<file path="config.mk">
export PLATFORM = sky130hd
export DESIGN_NAME = mc_in_capture
export DESIGN_NICKNAME = d
export VERILOG_FILES = /design/src/rtl/mc_in_capture.sv
export SDC_FILE = /design/constraint.sdc
export NUM_CORES = 2
export LEC_CHECK = 0
export ABC_AREA = 0
export CAP_MARGIN = 5
export CORE_ASPECT_RATIO = 0.8
export CORE_MARGIN = 3
export CORE_UTILIZATION = 49
export DETAILED_ROUTE_END_ITERATION = 12
export PLACE_DENSITY = 0.77
export SYNTH_ARGS = -nofsm -noshare
export SYNTH_HDL_FRONTEND = slang
export SYNTH_SLANG_ARGS = --single-unit
</file>
<file path="constraint.sdc">
create_clock -name io_clk -period 3.04 [get_ports io_clk]
set_input_delay 0.456 -clock io_clk [delete_from_list [all_inputs] [get_ports io_clk]]
set_output_delay 0.456 -clock io_clk [all_outputs]
set_load 0.005 [all_outputs]
</file>
<file path="src/rtl/mc_in_capture.sv">
// Input capture: synchronises and debounces CH input lines, queues activity per line and
// reports the lowest active line as a 1-based channel code framed by an io_catch strobe.
module mc_in_capture #(
  parameter int CH        = 32,
  parameter int CODE_W    = 6,
  parameter int DEB_W     = 16,
  parameter int CATCH_CYC = 4
) (
  input  logic              io_clk,
  input  logic              io_rst,
  input  logic [CH-1:0]     io_inPort,
  input  logic              io_mode,
  input  logic              io_enable,
  input  logic [DEB_W-1:0]  io_debounce,
  input  logic              finish,
  output logic [CODE_W-1:0] ctrl,
  output logic              io_catch,
  output logic              io_busy,
  output logic              io_overrun
);

  localparam int CNT_W = (CATCH_CYC > 1) ? $clog2(CATCH_CYC) : 1;

  typedef enum logic [1:0] {IDLE, CATCH, HOLD} state_t;

  logic [CH-1:0]     sync1_reg, sync2_reg, deb_vec, deb_d_reg, pend_reg;
  logic [CH-1:0]     rise, req, take, take_eff, lost;
  logic              mode_d_reg, mode_chg, any_req, start;
  logic [CODE_W-1:0] sel_code;
  state_t            state_reg;
  logic [CODE_W-1:0] ctrl_reg;
  logic              catch_reg, busy_reg, overrun_reg;
  logic [CNT_W-1:0]  catch_cnt_reg;

  always_ff @(posedge io_clk or negedge io_rst) begin
    if (!io_rst) begin
      sync1_reg <= '0;
      sync2_reg <= '0;
    end else begin
      sync1_reg <= io_inPort;
      sync2_reg <= sync1_reg;
    end
  end

  // A channel's debounced state flips only after the new value has been seen
  // io_debounce consecutive cycles; any bounce back restarts the count.
  genvar gi;
  generate
    for (gi = 0; gi < CH; gi++) begin : g_deb
      logic [DEB_W-1:0] cnt_reg;
      logic             deb_reg;
      always_ff @(posedge io_clk or negedge io_rst) begin
        if (!io_rst) begin
          cnt_reg <= '0;
          deb_reg <= 1'b0;
        end else if (sync2_reg[gi] == deb_reg) begin
          cnt_reg <= '0;
        end else if (cnt_reg >= io_debounce) begin
          deb_reg <= sync2_reg[gi];
          cnt_reg <= '0;
        end else if (cnt_reg != '1) begin
          cnt_reg <= cnt_reg + DEB_W'(1);
        end
      end
      assign deb_vec[gi] = deb_reg;
    end
  endgenerate

  assign rise     = deb_vec & ~deb_d_reg;
  assign mode_chg = (io_mode != mode_d_reg);
  assign req      = mode_chg ? '0 : (io_mode ? deb_vec : pend_reg);

  always_comb begin
    any_req  = 1'b0;
    sel_code = '0;
    take     = '0;
    for (int i = CH - 1; i >= 0; i--) begin
      if (req[i]) begin
        any_req  = 1'b1;
        sel_code = CODE_W'(i + 1);
        take     = '0;
        take[i]  = 1'b1;
      end
    end
  end

  assign start    = (state_reg == IDLE) && io_enable && any_req;
  assign take_eff = start ? take : '0;
  // An edge is lost if its line is already pending or is being picked up this very cycle.
  assign lost     = (io_mode || mode_chg) ? '0 : (rise & (pend_reg | take_eff));

  always_ff @(posedge io_clk or negedge io_rst) begin
    if (!io_rst) begin
      deb_d_reg     <= '0;
      pend_reg      <= '0;
      mode_d_reg    <= 1'b0;
      overrun_reg   <= 1'b0;
      state_reg     <= IDLE;
      ctrl_reg      <= '0;
      catch_reg     <= 1'b0;
      busy_reg      <= 1'b0;
      catch_cnt_reg <= '0;
    end else begin
      deb_d_reg   <= deb_vec;
      mode_d_reg  <= io_mode;
      overrun_reg <= |lost;
      if (mode_chg || io_mode)
        pend_reg <= '0;
      else
        pend_reg <= (pend_reg & ~take_eff) | (rise & ~lost);

      case (state_reg)
        IDLE: begin
          if (start) begin
            ctrl_reg      <= sel_code;
            catch_reg     <= 1'b1;
            busy_reg      <= 1'b1;
            catch_cnt_reg <= CNT_W'(CATCH_CYC - 1);
            state_reg     <= CATCH;
          end
        end
        CATCH: begin
          if (catch_cnt_reg == '0) begin
            catch_reg <= 1'b0;
            state_reg <= HOLD;
          end else begin
            catch_cnt_reg <= catch_cnt_reg - CNT_W'(1);
          end
        end
        HOLD: begin
          if (finish) begin
            ctrl_reg  <= '0;
            busy_reg  <= 1'b0;
            state_reg <= IDLE;
          end
        end
        default: state_reg <= IDLE;
      endcase
    end
  end

  assign ctrl       = ctrl_reg;
  assign io_catch   = catch_reg;
  assign io_busy    = busy_reg;
  assign io_overrun = overrun_reg;

endmodule

</file>
Word-level counts from Yosys, hierarchy flattened
Cells that the tools add are included.

storage, ports and cells
  flip-flop bits (word level) = 686
  output and inout port bits = 9

cells by class
  bitwise logic cells = 41
  add/sub/neg operators = 33
  mux-type cells = 212
  reductions and logical operators = 76
  order comparisons = 32
  equal/unequal tests = 71

operators by type and width
  operator                                        number
  two-way mux 16 bit                              96
  two-way mux 32 bit                              37
  adder 16 x 1 -> 16 bit (second input constant)  32
  greater-or-equal comparator 16 bit              32
  inequality test 16 bit (second input constant)  32
  two-way mux 6 bit                               34
  AND 32 bit                                      4
  inverter 32 bit                                 3
  nonzero test 3 bit                              32
  OR 32 bit                                       2
  AND reduction 2 bit                             32
  two-way mux 1 bit                               35
  equality test 1 bit                             32
  inverter 1 bit                                  32
  OR reduction 32 bit                             1
  one-hot mux 6 bit (2 select lines)              1
  AND reduction 3 bit                             4
  two-way mux 2 bit                               5
  inequality test 2 bit (second input constant)   4
  one-hot mux 2 bit (3 select lines)              1
  zero test 2 bit                                 2
  one-hot mux 1 bit (2 select lines)              2
  one-hot mux 2 bit (2 select lines)              1
  nonzero test 2 bit                              2
  6 further kinds                                 7

Longest topological paths before layout
  depth in word-level cells = 43
  mapped depth = 15
  depth with buffers taken out = 10

Worst setup path before layout
No wires, ideal clock.

  path type = input port to flip-flop
  start = input port io_mode
  end = register ctrl_reg[3], in the netlist ctrl[3]
  data required time = 2.919 ns
  setup time = 0.121 ns
  arrival = 2.999 ns
  cell stages on the path = 15
  buffers on the path = 5
  setup slack = -0.079 ns
  cell sequence = buf_6 buf_2 inv_1 ha_1 nand2b_4 buf_8 buf_8 o22ai_1 nor2_1 nand3_1 o31a_2 nor2b_4 buf_6 and2_4 a22o_1

between the ends
  longest elaborated chain between the ends = 37

ends and longest elaborated chain
  element                                                             RTL line  RTL
  start: declaration                                                  12        input logic io_mode,
  two-way mux 32 bit / inequality test 1 bit (equally long branches)  71, 70
  two-way mux 32 bit (*)                                              71        assign req = mode_chg ? '0 : (io_mode ? deb_vec : pend_reg);
  two-way mux 1 bit (32 in a row)                                     78        if (req[i]) begin
  logical AND 1 bit                                                   87        assign start = (state_reg == IDLE) && io_enable && any_req;
  inequality test 2 bit (no source line)                              -
  AND reduction 3 bit (no source line)                                -
  end signal: assignment                                              115       ctrl_reg <= sel_code;
  end: declaration                                                    31        logic [CODE_W-1:0] ctrl_reg;

Every way passes the cells marked *; elsewhere a longest branch is shown, timed or not. The select of a mux whose other input is x is not followed.
A chain may end at the register's enable or synchronous reset.

Worst setup path after layout
  start = register mode_d_reg
  end = register overrun_reg, in the netlist io_overrun

between the ends
  longest elaborated chain between the ends = 40

ends and longest elaborated chain
  element                          RTL line  RTL
  start: declaration               28        logic mode_d_reg, mode_chg, any_req, start;
  start signal: assignment         105       mode_d_reg <= io_mode;
  inequality test 1 bit (*)        70        assign mode_chg = (io_mode != mode_d_reg);
  two-way mux 32 bit               71
  two-way mux 1 bit (32 in a row)  78
  logical AND 1 bit                87
  two-way mux 32 bit               88        assign take_eff = start ? take : '0;
  OR 32 bit                        90        assign lost = (io_mode || mode_chg) ? '0 : (rise & (pend_reg | take_eff));
  AND 32 bit                       90
  two-way mux 32 bit (*)           90
  OR reduction 32 bit (*)          106       overrun_reg <= |lost;
  end signal: assignment           106
  end: declaration                 32        logic catch_reg, busy_reg, overrun_reg;

Every way passes the cells marked *; elsewhere a longest branch is shown, timed or not.

==> flow_results.org <==
** STA
- Maximum clock frequency :: 344.5 MHz
- The clock arrives with 0.03003 ns of skew.
- Of the available clock period, the critical path in the final layout requires 0.9549.
- Headroom to the max-slew limit :: 0.4425
- Number of pins with negative max-slew slack in the final report :: 0
- Final worst setup slack :: 0.1370 ns
- Final Setup Violations :: 0
- In the final timing run, aggregate negative setup slack is 0 ns.
- Hold is met by 0.2374 ns.
- Setup repair after global routing missed its margin :: false
- The number of endpoints with negative hold slack in the final report was 0.
- The clock period could shrink to 2.903 ns.
- For the pin with the worst max-slew slack, the measured transition is 0.8299 ns.

** Finish
- From synthesis to final layout, the design area changed by 15.46%.
- Post-Route Utilization :: 0.5739
- Net total in the final layout :: 5378
- The register with the most flip-flops in the layout has 512 of them.
- With fillers left out, the area of the finished cells amounts to 0.04950 mm^2.
- The finished layout holds 5966 standard cells, fillers aside.
- Share of final-layout standard cells stronger than drive strength 1 :: 0.09901

** Setup path
- Data arrives at the worst endpoint at 3.40 ns.
- STA classifies the critical path endpoint as a register.
- At the worst endpoint, the required time is 3.53 ns.
- Critical path class :: register to register
- Type of origin of the critical path :: register
- Cell depth of the worst flop-to-flop path :: 12
- Of all nets on the critical path, the largest fanout is 8.

** CTS
- CTS tree :: done
- CTS saw 686 sinks.
- After clock tree synthesis, the clock-pin slew on the worst setup and hold paths is 0.07 ns.
- The number of setup buffers added after CTS is 0.
- In this run the number of H-tree levels came out at 3.
- CTS Buf Count :: 74
- Source-to-sink clock delay at the later pin of the worst-skew pair :: 0.66 ns
- Cell at the root of the clock tree :: sky130_fd_sc_hd__clkbuf_16
- No sink is reached through more buffers than the 3 on the longest clock path.

** Synth
- Number of synthesized register bits :: 686
- Proportion of register bits with asynchronous set or reset after synthesis :: 1.000
- Post-synthesis share of cell area spent on xor and xnor gates :: 0.08356
- Leading post-synthesis cells by cell area :: sky130_fd_sc_hd__dfrtp_1, sky130_fd_sc_hd__ha_1, sky130_fd_sc_hd__nor2_1, sky130_fd_sc_hd__xor2_1, sky130_fd_sc_hd__xnor2_1
- The commonest cells after synthesis are sky130_fd_sc_hd__nor2_1, sky130_fd_sc_hd__dfrtp_1, sky130_fd_sc_hd__ha_1.
- Of the post-synthesis cell area, the part taken by muxes is 0.02382.
- Cell type with the highest aggregate area in the netlist :: sky130_fd_sc_hd__dfrtp_1
- The share of synthesized area in the top cell type comes to 0.4005.
- By area, the combinational part of the netlist is dominated by simple AND/OR/NAND/NOR gates.
- Yosys instantiated no cell more often than sky130_fd_sc_hd__nor2_1.
- After technology mapping, the gate count stands at 4446.
- Synthesis produced a netlist with a net count of 5045.
- Unique masters post-synth :: 81
- Averaged over all synthesized cells, the footprint is 9.642 um^2.
- The mapped netlist covers 0.04287 mm^2.
- During synthesis, Yosys emitted a total of 0 warnings.
- Sequential cell area fraction in the yosys report :: 0.4005
- Fraction of the mapped netlist area in adder cells :: 0.1594
- Of the total synthesized cell area, the portion taken by AND, OR, NAND and NOR gates is 0.2142.
- The fraction of the mapped netlist area in compound gates came to 0.1021.
- Post-synth EDFFs :: 0
- Most frequently used flop master after synthesis :: sky130_fd_sc_hd__dfrtp_1

** Global routing
- The first global-routing pass estimated 182.8 mm of wire.
- The initial antenna violation count came to 1.
- Pin count of the biggest net entering global routing :: 90
- Total global routing overflow :: 0
- The via count of the first global-routing pass was 34240.
- Across every metal layer, demand over resource in global routing totals 0.2472.

** Place
- The congestion estimate from routability-driven global placement came to 0.9640.
- HPWL reported at the end of detailed placement :: 82.60 mm
- Placed Instances :: 5829
- Dpl cell area :: 0.04695 mm^2
- Worst slack at placement :: -0.4657 ns
- Port Buf Inserts :: 61

** Detailed routing
- For this run, design rule violations remaining after detail routing come to 0.
- DR vias :: 34860
- Number of vias per cell after detailed routing :: 5.844
- Routed Antenna Nets :: 0
- Sum of routed wire length over all layers :: 112.6 mm
- Drt first pass iters :: 6
- The first routing iteration left 2685 violations.
- Mean routed wirelength per cell :: 18.88 um

** Power
- Power comes to 21.08 mW.
- Leakage :: 24.39 nW
- Power density over the cells :: 425.9 mW/mm^2
- The worst-case IR drop observed on VDD is 0.0003987 V.

** Hold path
- Number of instances on the worst hold path :: 1
- Worst Hold Class :: primary input to register

** Floorplanning
- From bottom edge to top edge, the die measures 270.6 um.
- The region available for standard cell placement spans 0.08624 mm^2.
- Number of top-level pins :: 62
- Effective utilization at floorplan :: 0.4971
- Measured along the x axis, the die boundary spans 336.7 um.
- Overall die area :: 0.09109 mm^2
- In this run the core area contains 96 standard-cell rows.

** Run
- Across the run, the number of max-cap violations was 0.

** Status
- The flow ran to the end, and the final reports show no timing, DRC or antenna violations.
-- cell type report --
class                           count  area (um^2)
Timing Repair Buffer              330         2990
Clock buffer                      108         2213
Multi-Input combinational cell   3588        25030
Antenna cell                        1        2.502
Fill cell                        7237        36750
Clock inverter                     27        299.0
Sequential cell                   686        17170
Tap cell                         1127         1410
Inverter                           99        382.9
-- cells in the final DEF (no fill, tap or decap), drive strengths merged, types with 37 or more instances in the layout --
master and instances:
a21oi 140, and4 54, clkdlybuf4s50 58, and3 84
xor2 261, o21ai 155, a21o 155, xnor2 148
buf 271, a211oi 39, nor3 127, nand2 225
inv 102, mux2i 66, nand3 244, a31oi 37
nor2 725, nand4 147, ha 546, clkbuf 108
dfrtp 686, nand2b 49, nor2b 61
-- per-layer routing --
metal / vias to the layer above / wire length [um] / GRT usage
met3: 196 / 7101 / 0.03810
li1: 16720 / - / -
met4: 0 / 2749 / 0.06172
met2: 1027 / 50410 / 0.3866
met5: - / 0 / 0
met1: 16920 / 52370 / 0.3588
-- cells by family after synthesis --
group / count (synthesis)
adders and majority gates: 546
muxes: 98
DFF: 686
and+or+nand+nor: 1865
AOI/OAI and AO/OA: 670
xor gates and xnor gates: 409
buffers and inverters: 172
-- worst max-delay path: stages (launching register included) --
cell	delay [ns]
sky130_fd_sc_hd__dfrtp_1	0.32
sky130_fd_sc_hd__inv_1	0.04
sky130_fd_sc_hd__ha_1	0.32
sky130_fd_sc_hd__or2_4	0.32
sky130_fd_sc_hd__buf_4	0.20
sky130_fd_sc_hd__o22ai_2	0.23
sky130_fd_sc_hd__inv_1	0.09
sky130_fd_sc_hd__nand4_1	0.15
sky130_fd_sc_hd__buf_4	0.14
sky130_fd_sc_hd__a21oi_1	0.03
sky130_fd_sc_hd__a2111o_1	0.39
sky130_fd_sc_hd__nor3_1	0.34
sky130_fd_sc_hd__o21ai_2	0.17
-- report_power, final --
| group | internal (mW) | leakage, nW | switching (mW) |
|---|---|---|---|
| clock network | 5.44 | 1.23 | 3.96 |
| logic | 0.898 | 13.8 | 1.24 |
| registers | 9.33 | 9.32 | 0.219 |
-- path summary, 6_finish.rpt --
path                                         start                                to  slack [ns]
max in group asynchronous                   io_rst  g_deb[10].cnt_reg[4]$_DFFE_PN0P_        1.74
setup reg to reg              mode_d_reg$_DFF_PN0_              io_overrun$_DFF_PN0_        0.14
hold / removal                       io_inPort[26]           sync1_reg[26]$_DFF_PN0_        0.24
min in group asynchronous                   io_rst  g_deb[13].cnt_reg[2]$_DFFE_PN0P_        0.36
setup / recovery              mode_d_reg$_DFF_PN0_              io_overrun$_DFF_PN0_        0.14
hold reg to reg            sync1_reg[13]$_DFF_PN0_           sync2_reg[13]$_DFF_PN0_        0.35
-- what timing repair did --
action	4_1_cts	5_1_grt
hold buffers	1	0
resized for setup	0	4
endpoints found under the hold margin	38	0
setup endpoints to repair	0	8
No activity file was read; power rests on OpenSTA's default activity.
